--- src/rtl/dmem_pkg.sv ---
// Shared definitions for the data memory, the core's memory stage and the copy engine.
// Address and byte types are fixed at 8 bits for the 256x8 data memory.
package dmem_pkg;

    localparam int ADDR_W = 8;
    localparam int DATA_W = 8;

    typedef logic [ADDR_W-1:0] addr_t;
    typedef logic [DATA_W-1:0] byte_t;

    typedef enum logic [1:0] {
        IDLE,
        COPY_RD,
        COPY_WR,
        DONE
    } copy_state_t;

endpackage

--- src/rtl/dmem_copy_engine.sv ---
// Owns the data memory port: passes core load/stores through while idle and
// runs a forward byte-by-byte block copy on command, stalling the core meanwhile.
module dmem_copy_engine
    import dmem_pkg::copy_state_t;
#(
    parameter int ADDR_W = 8,
    parameter int DATA_W = 8
) (
    input  logic              clock,
    input  logic              reset_n,
    input  logic              start,
    input  logic [ADDR_W-1:0] src_addr,
    input  logic [ADDR_W-1:0] dst_addr,
    input  logic [ADDR_W-1:0] len,
    output logic              busy,
    output logic              done,
    input  logic              core_memWrite,
    input  logic [ADDR_W-1:0] core_addr,
    input  logic [DATA_W-1:0] core_data_in,
    output logic [DATA_W-1:0] core_data_out,
    output logic              core_stall,
    output logic              mem_memWrite,
    output logic [ADDR_W-1:0] mem_addr,
    output logic [DATA_W-1:0] mem_data_in,
    input  logic [DATA_W-1:0] mem_data_out
);

    copy_state_t       state_q;
    logic [ADDR_W-1:0] src_q;
    logic [ADDR_W-1:0] dst_q;
    logic [ADDR_W-1:0] len_q;
    logic [ADDR_W-1:0] idx_q;
    logic [DATA_W-1:0] byte_q;
    logic              busy_q;
    logic              done_q;

    // busy/done are registered alongside the state so they never glitch.
    always_ff @(posedge clock or negedge reset_n) begin
        if (!reset_n) begin
            state_q <= dmem_pkg::IDLE;
            src_q   <= '0;
            dst_q   <= '0;
            len_q   <= '0;
            idx_q   <= '0;
            byte_q  <= '0;
            busy_q  <= 1'b0;
            done_q  <= 1'b0;
        end else begin
            case (state_q)
                dmem_pkg::IDLE: begin
                    if (start) begin
                        busy_q <= 1'b1;
                        if (len != '0) begin
                            src_q   <= src_addr;
                            dst_q   <= dst_addr;
                            len_q   <= len;
                            idx_q   <= '0;
                            state_q <= dmem_pkg::COPY_RD;
                        end else begin
                            done_q  <= 1'b1;
                            state_q <= dmem_pkg::DONE;
                        end
                    end
                end
                dmem_pkg::COPY_RD: begin
                    byte_q  <= mem_data_out;
                    state_q <= dmem_pkg::COPY_WR;
                end
                dmem_pkg::COPY_WR: begin
                    if (idx_q == len_q - ADDR_W'(1)) begin
                        done_q  <= 1'b1;
                        state_q <= dmem_pkg::DONE;
                    end else begin
                        idx_q   <= idx_q + ADDR_W'(1);
                        state_q <= dmem_pkg::COPY_RD;
                    end
                end
                default: begin
                    busy_q  <= 1'b0;
                    done_q  <= 1'b0;
                    state_q <= dmem_pkg::IDLE;
                end
            endcase
        end
    end

    // Address arithmetic wraps naturally at ADDR_W bits.
    always_comb begin
        mem_memWrite = core_memWrite;
        mem_addr     = core_addr;
        mem_data_in  = core_data_in;
        case (state_q)
            dmem_pkg::COPY_RD: begin
                mem_memWrite = 1'b0;
                mem_addr     = src_q + idx_q;
                mem_data_in  = byte_q;
            end
            dmem_pkg::COPY_WR: begin
                mem_memWrite = 1'b1;
                mem_addr     = dst_q + idx_q;
                mem_data_in  = byte_q;
            end
            dmem_pkg::DONE: begin
                mem_memWrite = 1'b0;
                mem_addr     = dst_q + idx_q;
                mem_data_in  = byte_q;
            end
            default: ;
        endcase
    end

    assign busy          = busy_q;
    assign done          = done_q;
    assign core_stall    = busy_q;
    assign core_data_out = mem_data_out;

endmodule

--- config.mk ---
export PLATFORM = sky130hd
export DESIGN_NAME = dmem_copy_engine
export DESIGN_NICKNAME = d
export VERILOG_FILES = /design/src/rtl/dmem_pkg.sv /design/src/rtl/dmem_copy_engine.sv
export SDC_FILE = /design/constraint.sdc
export NUM_CORES = 1
export LEC_CHECK = 0
export ABC_CLOCK_PERIOD_IN_PS = 8900
export BUFFER_PORTS_ARGS = -buffer_cell sky130_fd_sc_hd__buf_4
export CAP_MARGIN = 40
export CORE_ASPECT_RATIO = 1.25
export CORE_MARGIN = 5
export CORE_UTILIZATION = 28
export CTS_CLUSTER_SIZE = 40
export DETAILED_ROUTE_END_ITERATION = 10
export GPL_TIMING_DRIVEN = 0
export PLACE_DENSITY = 0.51
export SLEW_MARGIN = 20
export SYNTH_ARGS = -nofsm -noshare
export SYNTH_HDL_FRONTEND = slang
export SYNTH_SLANG_ARGS = --single-unit
--- constraint.sdc ---
create_clock -name clock -period 8.9 [get_ports clock]
set_clock_uncertainty 0.2 [all_clocks]
set_input_delay 0.445 -clock clock [delete_from_list [all_inputs] [get_ports clock]]
set_output_delay 0.445 -clock clock [all_outputs]
set_load 0.05 [all_outputs]
* Yosys cells after proc, flatten, opt, wreduce, memory -nomap -nowiden
Index checks and enable logic that the tools add are counted.
Storage, ports and cells: flip-flop bits (word level) 44, input port bits 52, output and inout bits 28
Operators by class: $add $sub $neg 4, equal/unequal tests 9, multiplexer cells 17, bitwise logic cells 2, reductions and logical operators 11
Operators by type and width (number):
- $mux W8 | 4
- $pmux W8 S2 | 2
- $add A8 B8 Y8 | 2
- $ne A2 B2 Y1 const B | 5
- $add A8 B1 Y8 const B | 1
- $eq A8 B8 Y1 | 1
- $reduce_and A4 Y1 | 2
- $reduce_bool A8 Y1 | 1
- $sub A8 B1 Y8 const B | 1
- $mux W2 | 3
- $pmux W2 S3 | 1
- $reduce_or A2 Y1 | 3
- $eq A2 B2 Y1 const B | 2
- $mux W1 | 4
- $pmux W1 S2 | 2
- $pmux W1 S3 | 1
- $reduce_and A3 Y1 | 1
- $reduce_or A3 Y1 | 1
- $eq A2 B1 Y1 const B | 1
- $logic_not A2 Y1 | 1
- $not A1 Y1 | 2
- $reduce_and A2 Y1 | 1
- $reduce_bool A2 Y1 | 1

* Longest topological paths before layout
depth after elaboration 4, mapped depth 12, depth with buffers taken out 12

* Least setup slack after synthesis
No wires, ideal clock.
path kind register to output, from register state_q[0], to output port mem_addr[6], data arrival time 3695 ps, setup slack 4560 ps, cell stages (with the launch flop) 13, buffers on the path 0, cells stage by stage dfrtp_1 inv_1 ha_1 nor2_2 mux2_2 ha_1 fa_1 a21o_1 a21oi_1 o21bai_1 a21oi_1 xor2_1 o21ai_0
On the way: word-level cells in the longest chain between the ends 3, elaborated cells on any way between the ends 5, classes of those cells eq/ne (3); mux (1); reduce/logical (1)
RTL lines:
- from (decl) | RTL line dmem_copy_engine.sv:28 | copy_state_t state_q;
- from (signal assigned) | RTL line dmem_copy_engine.sv:40 | state_q <= dmem_pkg::IDLE;
- from (signal assigned) | RTL line dmem_copy_engine.sv:58 | state_q <= dmem_pkg::COPY_RD;
- from (signal assigned) | RTL line dmem_copy_engine.sv:61 | state_q <= dmem_pkg::DONE;
- $eq A2 B2 Y1 | RTL line dmem_copy_engine.sv:92 | case (state_q)
- $reduce_or A2 Y1 (no source line)
- $pmux W8 S2 * | RTL line dmem_copy_engine.sv:92
- to (decl) | RTL line dmem_copy_engine.sv:23 | output logic [ADDR_W-1:0] mem_addr,
Every way passes the cells marked *; elsewhere a longest branch is shown, timed or not.

* Worst setup path in the final report
Same ends and word-level chain as after synthesis.

==> results by group <==
Outcome
  – Outcome: completed

Critical path
  – Category of the worst setup path launch point: register
  – Data required time of the critical path: 8260 ps
  – Maximum fanout count along the critical path: 8
  – Startpoint of the lowest-slack register-to-register path: len_q[0]
  – Critical path data arrival time: 3620 ps
  – Start-to-end type of the worst setup path: reg2out
  – Sort of element at the end of the critical path: output port
  – Crit path from: state_q[0]

Clock tree
  – Number of buffers added for setup after CTS: 0
  – CTS tree: yes
  – # H-tree levels: 2
  – Total clock sinks: 44
  – Clock tree buffer depth: 2
  – Clock Latency Late Sink: 290 ps
  – Clock Root Buffer: sky130_fd_sc_hd__clkbuf_16
  – Clock slew seen by the registers of the worst setup and hold paths: 60 ps
  – TritonCTS buffer count: 5

Place
  – I/O Buffers: 79
  – Total half-perimeter wirelength after legalization and detailed placement: 5.88 mm
  – Final weighted congestion in routability-driven placement: 0.821

Power
  – Highest ir drop seen on vdd: 0.225 mV
  – Static Leakage: 0.00178 uW
  – Ratio of total power to cell area: 418 mW/mm^2

Global routing
  – Maximum number of pins on one net before global-route repair: 45
  – Global-route met2 utilization: 0.235
  – Total routing resource utilization after global routing: 0.129
  – Met1 Use GR: 0.149
  – Sum of overflow across all layers after global routing: 0
  – Most Used Layer, Global Route: met2
  – Vias in the first global route: 2,458
  – Global-route wire length before repair: 12.5 mm
  – GRT met3 Usage: 0.0218
  – Antenna violations before repair: 0

Hold path
  – Worst min-delay path class: in2reg
  – Hold path startpoint: len[1]

Routing
  – Detailed-route DRC error count: 0
  – Detailed-router iteration count before antenna repair: 5
  – Total Routed Length: 7.56 mm
  – Count of nets left with antenna violations after detail routing: 0
  – Vias: 2,358
  – DRC violation total after the first TritonRoute iteration: 102
  – Routed wirelength normalized by instance count: 15.3 microns
  – Via/cell ratio: 4.78

Floorplan
  – Floorplan die height: 124 microns
  – Initial core utilization: 0.287
  – Floorplan die width: 101 microns
  – Num rows: 41
  – Ports: 80
  – Core Footprint: 0.0101 sq mm
  – Total die area: 0.0125 sq mm

Synth
  – Synth unique cells: 54
  – Gate Count Post-Synth: 276
  – Prevailing post-synth register cell: sky130_fd_sc_hd__dfrtp_1
  – EDFF count, synth: 0
  – Per-instance average area after synthesis: 10.5 sq um
  – Post-Synthesis Net Count: 342
  – Post-synthesis cell area: 0.00290 sq mm
  – Number of synthesis warnings: 0
  – Flip-flop and latch count after synthesis: 44
  – Post-synth ARST share: 1.00
  – Part of the Yosys area used for sequential elements: 0.380

Finish
  – Number of antenna diodes: 0
  – Share of final-layout standard cells stronger than drive strength 1: 0.456
  – Layout overhead on the synthesized area: 32.0%
  – Fill cell count: 1,008
  – Layout Nets: 429
  – Final core area utilization: 0.379

STA
  – Slew at the pin with the worst max-slew slack: 683 ps
  – Count of endpoints failing hold in the final timing report: 0
  – Post-layout minimum cycle time: 4270 ps
  – Worst-case headroom to the max-slew limit: 0.544
  – Final Setup Violations: 0
  – RSZ-0062 raised after global routing: no
  – Setup TNS after final layout: 0 ps
  – Highest Clock Rate: 234 MHz
  – Final number of max-transition violations: 0
  – Final period util: 0.480

Run
  – Number of maximum-capacitance constraint violations: 0
==> report_power, final <==
| part | switching (uW) | leakage, uW | internal [uW] |
|---|---|---|---|
| clock network | 78.7 | 0.0000808 | 132 |
| logic | 610 | 0.00116 | 416 |
| registers | 72.4 | 0.000537 | 290 |
| total | 761 | 0.00178 | 838 |
==> cell families after synthesis <==
family	count (synthesis)	share of synthesized area
muxes	49	0.189
adders and majority gates	14	0.0630
DFF	44	0.380
xor gates and xnor gates	12	0.0388
AOI/OAI and AO/OA	55	0.136
buffers and inverters	32	0.0638
and+or+nand+nor	70	0.130
==> sequential cells by signal, summed over array words and instances, names as in the netlist <==
signal and count:
byte_q 8, dst_q 8, idx_q 8, len_q 8
src_q 8, state_q 2, busy 1, done 1
==> through the flow <==
| step | hold slack [ps] | std cells | power (uW) | setup WS, ps | cell area, sq um |
|---|---|---|---|---|---|
| floorplan | -50.6 | 276 | 1130 | 4560 | 2900 |
| global route | 170 | 493 | 1710 | 4390 | 3830 |
| detailed placement | 292 | 484 | 1410 | 4900 | 3650 |
| finish | 165 | 493 | 1600 | 4630 | 3830 |
| global placement | 284 | 484 | 1400 | 4890 | 3650 |
| CTS | 156 | 493 | 1630 | 4560 | 3830 |
==> placed cells by master (no fill, tap or decap), drive strengths merged, types with 2 or more instances in the layout <==
cell type  instances
clkbuf            10
a41o               3
o21ai             13
and3               8
a21o               3
or2                3
nor2              10
or4                2
nor3               7
nor3b              4
dfrtp             44
mux2i              4
a21oi             14
a211o              3
nand2             26
inv               12
mux2              45
a31oi              3
a221oi             2
nand4              2
o21bai             3
a221o              2
ha                13
nand3              3
xnor2              8
xor2               4
buf               95
==> critical path, stage by stage, from the launching register on <==
cell	delay (ps)
sky130_fd_sc_hd__dfrtp_1	370
sky130_fd_sc_hd__inv_1	80
sky130_fd_sc_hd__ha_1	270
sky130_fd_sc_hd__nor2_2	430
sky130_fd_sc_hd__mux2_2	400
sky130_fd_sc_hd__ha_1	210
sky130_fd_sc_hd__fa_1	410
sky130_fd_sc_hd__a21o_1	180
sky130_fd_sc_hd__a21oi_1	220
sky130_fd_sc_hd__o21bai_1	90
sky130_fd_sc_hd__a21oi_1	190
sky130_fd_sc_hd__xor2_1	180
sky130_fd_sc_hd__o21ai_0	100
sky130_fd_sc_hd__buf_4	210
==> cells in the mapped netlist, types with 3 or more instances <==
library cell	n	area [sq um]
sky130_fd_sc_hd__a21o_1	3	22.5
sky130_fd_sc_hd__and3_2	3	22.5
sky130_fd_sc_hd__mux2_2	45	507
sky130_fd_sc_hd__a21oi_1	12	60.1
sky130_fd_sc_hd__ha_1	13	163
sky130_fd_sc_hd__o21bai_1	3	22.5
sky130_fd_sc_hd__a41o_2	3	33.8
sky130_fd_sc_hd__o21ai_0	12	60.1
sky130_fd_sc_hd__nor3_1	6	30.0
sky130_fd_sc_hd__and3_1	5	31.3
sky130_fd_sc_hd__inv_1	12	45.0
sky130_fd_sc_hd__xor2_1	3	26.3
sky130_fd_sc_hd__xnor2_1	8	70.1
sky130_fd_sc_hd__buf_4	9	67.6
sky130_fd_sc_hd__dfrtp_1	44	1100
sky130_fd_sc_hd__clkbuf_1	4	15.0
sky130_fd_sc_hd__nand2_1	26	97.6
sky130_fd_sc_hd__nor3b_1	4	30.0
sky130_fd_sc_hd__buf_6	4	45.0
sky130_fd_sc_hd__a31oi_1	3	18.8
sky130_fd_sc_hd__mux2i_1	4	40.0
sky130_fd_sc_hd__nand3_1	3	15.0
sky130_fd_sc_hd__nor2_1	8	30.0
==> path summary, 6_finish.rpt <==
path / cells after the start / slack [ps] / end
max: 13 / 4630 / mem_addr[6]
min: 3 / 170 / len_q[1]
min reg2reg: 1 / 300 / src_q[5]
max in group asynchronous: 2 / 7570 / len_q[1]
min in group asynchronous: 2 / 510 / byte_q[2]
max reg2reg: 9 / 6340 / idx_q[6]
==> routing by layer <==
| metal | vias up | routed length [microns] |
|---|---|---|
| met5 | - | 0 |
| met4 | 0 | 140 |
| met3 | 6 | 219 |
| met2 | 37 | 4070 |
| met1 | 1150 | 3130 |
| li1 | 1165 | - |
==> final cells by class <==
| class | instances | area (sq um) | area share |
|---|---|---|---|
| timing repair buffer | 80 | 603 | 0.158 |
| sequential | 44 | 1100 | 0.288 |
| multi-input combinational | 200 | 1610 | 0.422 |
| buffer | 20 | 140 | 0.0366 |
| tap | 129 | 161 | 0.0422 |
| inverter | 12 | 45.0 | 0.0118 |
| clock inverter | 2 | 35.0 | 0.00915 |
| clock buffer | 6 | 129 | 0.0337 |
==> what timing repair did <==
item / CTS / global route
hold buffers: 1 / 0
gates resized for setup: 0 / 0
endpoints found under the hold margin: 44 / 0
endpoints found under the setup margin: 0 / 0
Power figures use the tool's default switching activity.
